`src/rtl/delay_cfg_ctrl.sv`:
```
// ============================================================================
// Module      : delay_cfg_ctrl
// Description : Shadow/active delay bank controller. Commits apply atomically
//               once the delay line has been quiet for max(active)+1 cycles.
//               Optional macro COMMIT_TIMEOUT_EN adds a TMO-cycle commit
//               timeout that forces the apply and pulses Flush.
// Revision    : 1.0 - initial release
// ============================================================================
`default_nettype none

module delay_cfg_ctrl #(
  parameter int NCHAN = 4,
  parameter int NBITS = 8,
  parameter int CW    = (NCHAN > 1) ? $clog2(NCHAN) : 1,
  parameter int TMO   = 1024
) (
  input  logic                   Clk,
  input  logic                   Rst,
  input  logic [NCHAN-1:0]       Channels,
  input  logic                   WrValid,
  output logic                   WrReady,
  input  logic [CW-1:0]          WrChan,
  input  logic [NBITS-1:0]       WrDelay,
  input  logic                   Commit,
  output logic [NCHAN*NBITS-1:0] Delays,
  output logic                   Busy,
  output logic                   CommitDone,
  output logic                   CfgErr,
  output logic                   Flush
);

  localparam logic [1:0] ST_IDLE    = 2'd0;
  localparam logic [1:0] ST_PENDING = 2'd1;
  localparam logic [1:0] ST_APPLY   = 2'd2;
  localparam int         TW         = NBITS + 1;

  logic [1:0]                   state_q, state_d;
  logic [NCHAN-1:0][NBITS-1:0]  shadow_q, shadow_d;
  logic [NCHAN-1:0][NBITS-1:0]  active_q, active_d;
  logic [TW-1:0]                target_q, target_d;
  logic [TW-1:0]                quiet_q, quiet_d;
  logic                         busy_q, busy_d;
  logic                         wr_ready_q, wr_ready_d;
  logic                         done_q, done_d;
  logic                         cfg_err_q, cfg_err_d;

  logic [NBITS-1:0]             max_delay;
  logic [TW-1:0]                max_plus1;
  logic [TW-1:0]                quiet_inc;
  logic                         quiet_now;
  logic                         window_met;
  logic                         tmo_hit;
  logic                         wr_accept;
  logic                         chan_ok;

  // Worst-case residence of a pulse in the line is max(active)+1 cycles.
  always_comb begin
    max_delay = '0;
    for (int i = 0; i < NCHAN; i++) begin
      if (active_q[i] > max_delay) max_delay = active_q[i];
    end
  end

  assign max_plus1  = {1'b0, max_delay} + TW'(1);
  assign quiet_now  = (Channels == '0);
  assign quiet_inc  = (&quiet_q) ? quiet_q : quiet_q + TW'(1);
  assign window_met = quiet_now && (quiet_inc >= target_q);
  assign wr_accept  = WrValid && wr_ready_q;
  assign chan_ok    = ({1'b0, WrChan} < (CW+1)'(NCHAN));

`ifdef COMMIT_TIMEOUT_EN
  localparam int MW = (TMO > 1) ? $clog2(TMO + 1) : 1;

  logic [MW-1:0] tmo_q, tmo_d;
  logic          flush_q, flush_d;

  assign tmo_hit = (state_q == ST_PENDING) && (tmo_q == MW'(TMO - 1));

  always_comb begin
    tmo_d   = '0;
    flush_d = 1'b0;
    if (state_q == ST_PENDING) begin
      tmo_d   = tmo_q + MW'(1);
      flush_d = tmo_hit && !window_met;
    end
  end

  always_ff @(posedge Clk) begin
    if (Rst) begin
      tmo_q   <= '0;
      flush_q <= 1'b0;
    end else begin
      tmo_q   <= tmo_d;
      flush_q <= flush_d;
    end
  end

  assign Flush = flush_q;
`else
  assign tmo_hit = 1'b0;
  assign Flush   = 1'b0 & (TMO > 0);
`endif

  // State register
  always_ff @(posedge Clk) begin
    if (Rst) state_q <= ST_IDLE;
    else     state_q <= state_d;
  end

  // Next-state logic
  always_comb begin
    state_d = state_q;
    case (state_q)
      ST_IDLE:    if (Commit) state_d = ST_PENDING;
      ST_PENDING: if (window_met || tmo_hit) state_d = ST_APPLY;
      ST_APPLY:   state_d = ST_IDLE;
      default:    state_d = ST_IDLE;
    endcase
  end

  // Output logic: outputs are registered from the upcoming state
  always_comb begin
    busy_d     = (state_d != ST_IDLE);
    wr_ready_d = (state_d == ST_IDLE);
    done_d     = (state_q == ST_APPLY);
  end

  // Shadow/active banks, target and quiet-window counter
  always_comb begin
    shadow_d  = shadow_q;
    active_d  = active_q;
    target_d  = target_q;
    quiet_d   = '0;
    cfg_err_d = cfg_err_q | (wr_accept & ~chan_ok);

    for (int i = 0; i < NCHAN; i++) begin
      if (wr_accept && (WrChan == CW'(i))) shadow_d[i] = WrDelay;
    end

    if ((state_q == ST_IDLE) && Commit) target_d = max_plus1;

    if ((state_q == ST_PENDING) && quiet_now) quiet_d = quiet_inc;

    if (state_q == ST_APPLY) active_d = shadow_q;
  end

  always_ff @(posedge Clk) begin
    if (Rst) begin
      shadow_q   <= '0;
      active_q   <= '0;
      target_q   <= '0;
      quiet_q    <= '0;
      busy_q     <= 1'b0;
      wr_ready_q <= 1'b0;
      done_q     <= 1'b0;
      cfg_err_q  <= 1'b0;
    end else begin
      shadow_q   <= shadow_d;
      active_q   <= active_d;
      target_q   <= target_d;
      quiet_q    <= quiet_d;
      busy_q     <= busy_d;
      wr_ready_q <= wr_ready_d;
      done_q     <= done_d;
      cfg_err_q  <= cfg_err_d;
    end
  end

  assign Delays     = active_q;
  assign Busy       = busy_q;
  assign WrReady    = wr_ready_q;
  assign CommitDone = done_q;
  assign CfgErr     = cfg_err_q;

endmodule

`default_nettype wire
```
`config.mk`:
```
export PLATFORM = sky130hd
export DESIGN_NAME = delay_cfg_ctrl
export DESIGN_NICKNAME = d
export VERILOG_FILES = /design/src/rtl/delay_cfg_ctrl.sv
export SDC_FILE = /design/constraint.sdc
export NUM_CORES = 1
export LEC_CHECK = 0
export BUFFER_PORTS_ARGS = -buffer_cell sky130_fd_sc_hd__buf_4
export CORE_MARGIN = 4
export CORE_UTILIZATION = 52
export CTS_CLUSTER_SIZE = 40
export DETAILED_ROUTE_END_ITERATION = 10
export PLACE_DENSITY_LB_ADDON = 0.1
export SLEW_MARGIN = 20
export SYNTH_ARGS = -nofsm -noshare
export SYNTH_HDL_FRONTEND = slang
export SYNTH_SLANG_ARGS = --single-unit
export TNS_END_PERCENT = 100
```
`constraint.sdc`:
```
create_clock -name Clk -period 5.35 [get_ports Clk]
set_input_delay 1.07 -clock Clk [delete_from_list [all_inputs] [get_ports Clk]]
set_output_delay 1.07 -clock Clk [all_outputs]
set_load 0.02 [all_outputs]
```
==> summary.md <==
| Metric | Value |
|---|---|
| CTS Buf Count | `9` |
| Share of post-route cells with drive strength above 1 | `25.4%` |
| CTS tree | `done` |
| Leading area contributor after synthesis | `dfxtp_1` |
| Final hold slack | `458 ps` |
| Fin Setup TNS | `-460 ps` |
| Hold path depth | `2` |
| Headroom to the max-slew limit | `40.8%` |
| Largest stage delay, worst path | `460 ps` |
| Most common cell after layout, fill and taps aside | `nand2_1` |
| # DRC | `0` |
| CP Max Fanout | `8` |
| Worst setup EP type | `flop` |
| WHS Endpoint | `Delays[31]` |
| Slew @ Worst Pin | `881 ps` |
| EDFF count, synth | `0` |
| R2R Path Start | `Delays[1]` |
| Hold Crit Class | `reg -> reg` |
| Crit path DAT | `5790 ps` |
| Top FF cell, synth | `dfxtp_1` |
| Largest net degree at the start of global routing | `79` |
| Latest clock arrival within the worst-skew pair | `350 ps` |
| Worst Skew | `8.45 ps` |
| Vias | `4090` |
| Final Hold Viols | `0` |
| Maxcap violations | `0` |
| Yosys reg bits | `87` |
| GPL Wtd Cong | `0.934` |
| Worst VDD drop | `211 uV` |
| # rows | `33` |
| Avg Inst Size Synth | `7.89 sq um` |
| Outcome | `finished with violations` |
| Synth area leaders | `dfxtp_1 40%, nand2_1 12%, ha_1 10%` |
| Worst Setup Start Kind | `flop` |
| Maximum clock rate | `0.181 GHz` |
| Vias in the first global route | `3823` |
| Most frequent cells in the layout | `132 x nand2_1, 92 x buf_4, 83 x a21oi_1` |
| Yosys Warn Count | `0` |
| DRT iter0 DRCs | `277` |
| Crit Path Class | `reg -> reg` |
| Die ar. | `9940 sq um` |
| Final Cycle Share | `103%` |
| Via-per-instance ratio | `5.48` |
| Starting Density | `53.2%` |
| Pre-CTS setup slack | `-127 ps` |
| Die Width | `99.7 microns` |
| Failing checks | `setup timing` |
| Cells after Synth | `554` |
| P&R area growth vs syn | `28.0%` |
| Fin. max-slew vios | `0` |
| Routed Antenna Nets | `0` |
| WL/cell | `15.6 microns` |
| Seq/Total Area, Yosys | `39.8%` |
| Minimum clock period | `5530 ps` |
| Antenna Cells | `0` |
| Core Util, Final | `68.1%` |
| Unrepaired setup endpoints after global routing | `true` |
| Clock slew at reported path FFs | `90 ps` |
| WL final | `11700 microns` |
| Worst-case clock buffer depth | `2` |
| Pleak | `2.25 nW` |
| Root Buffer | `clkbuf_8` |
| FFs w/ async S/R, synth | `0%` |
| Share of the synthesized area in the top cell type | `39.8%` |
| Worst reg2reg path endpoint | `target_q[7]` |
| Initial antenna violation count | `0` |
| Final Setup Violations | `4` |
| Placed wire-length estimate | `8510 microns` |
| Core area | `8220 sq um` |
| Cell Pwr Density | `220 nW/um^2` |
| Filler Cell Count | `698` |
| CTS H-tree lvls | `3` |
| Reg2Reg Depth | `25` |
| First-pass GRT wire length | `18500 microns` |
| Slowest cell on the critical path | `or4_4` |
| Layout Nets | `690` |
| R2R Setup Slk | `-180 ps` |
| Yosys cell types | `48` |
| Tot GR Track Use | `23.2%` |
| Clock Sinks | `87` |
| Multi-input gate area in the final layout | `2640 sq um` |
| Final setup margin | `-182 ps` |
| Port bufs | `52` |
| Hold_sp | `shadow_q[31]` |
| FF+latch area | `1760 sq um` |
| Post-Syn Area | `4370 sq um` |
| Critical Path RT | `5600 ps` |
| Overflow after GRT | `0` |
| Die H | `99.7 microns` |
| Drt first pass iters | `5` |
| I/O Pins | `55` |
| Hold buffer count at cts | `0` |
what timing repair did:
item / 4_1_cts / 5_1_grt
pin swaps: 9 / 31
buffers inserted: 8 / 11
hold endpoints to repair: 0 / 0
resized for setup: 9 / 26
setup endpoints to repair: 4 / 6
synthesized netlist by cell type (6+ instances only):
master    count
ha_1         35
inv_1        28
nor2b_1      11
mux2i_1      16
a21oi_1      87
nand2_1     134
dfxtp_1      87
nor2_1       29
nand3_1      10
o21ai_0       6
o211ai_1      6
nor3_1        9
clkbuf_1     18
nand4_1       9
report_power, final:
| part | switching [mW] | internal [mW] | total [mW] |
|---|---|---|---|
| combinational | 0.0356 | 0.0212 | 0.0568 |
| clock | 0.239 | 0.282 | 0.521 |
| sequential | 0.00387 | 0.652 | 0.656 |
| total | 0.279 | 0.955 | 1.23 |
cell families after synthesis:
family	synth area share (%)
AOI/OAI and AO/OA	16.9
DFF	39.8
xor gates and xnor gates	1.60
other	0.0858
buffers and inverters	4.89
adders and majority gates	10.0
and+or+nand+nor	22.5
muxes	4.18
registers in the layout, summed over array words and instances, names as in the netlist:
name / flops
target_q: 9
CommitDone: 1
WrReady: 1
shadow_q: 32
Busy: 1
Delays: 32
quiet_q: 9
state_q: 2
critical path: cells and delay by family (launching register included):
kind                       cells  cell delay (ps)
AOI/OAI and AO/OA             11             2190
buffers and inverters          3              330
DFF                            1              370
muxes                          1              280
and+or+nand+nor                7             1530
adders and majority gates      3              750
worst max path at each step:
stage                     startpoint     endpoint  slack [ps]  cells after the start
final                      Delays[1]  target_q[7]        -180                     25
after global routing       Delays[1]  target_q[4]        -340                     27
after CTS                  Delays[1]  target_q[7]          10                     25
after detailed placement   Delays[3]  target_q[7]        -130                     23
after global placement     Delays[1]  target_q[7]          20                     23
after floorplan            Delays[3]  target_q[7]          10                     25
stage by stage:
stage / instances / total power, mW / area, sq um
after floorplan: 555 / 0.702 / 4470
after global placement: 712 / 0.724 / 5060
after detailed placement: 712 / 0.725 / 5060
after CTS: 736 / 1.24 / 5400
after global routing: 747 / 1.28 / 5600
final: 747 / 1.23 / 5600
layer usage:
| metal | part of all wire, % | wire (microns) | track usage [%] |
|---|---|---|---|
| met5 | 0 | 0 | 0 |
| met2 | 44 | 5100 | 34.1 |
| met1 | 49 | 5740 | 33.7 |
| met3 | 5.4 | 635 | 5.89 |
| met4 | 1.5 | 174 | 6.30 |
area by class of cell:
cell class / count / area share (%)
clock buffer: 11 / 2.53
sequential: 87 / 31.4
clock inverter: 5 / 1.59
inverter: 28 / 1.88
timing repair buffer: 96 / 13.2
multi-input combinational: 415 / 47.1
tap: 105 / 2.35
No activity file was read; power rests on OpenSTA's default activity.
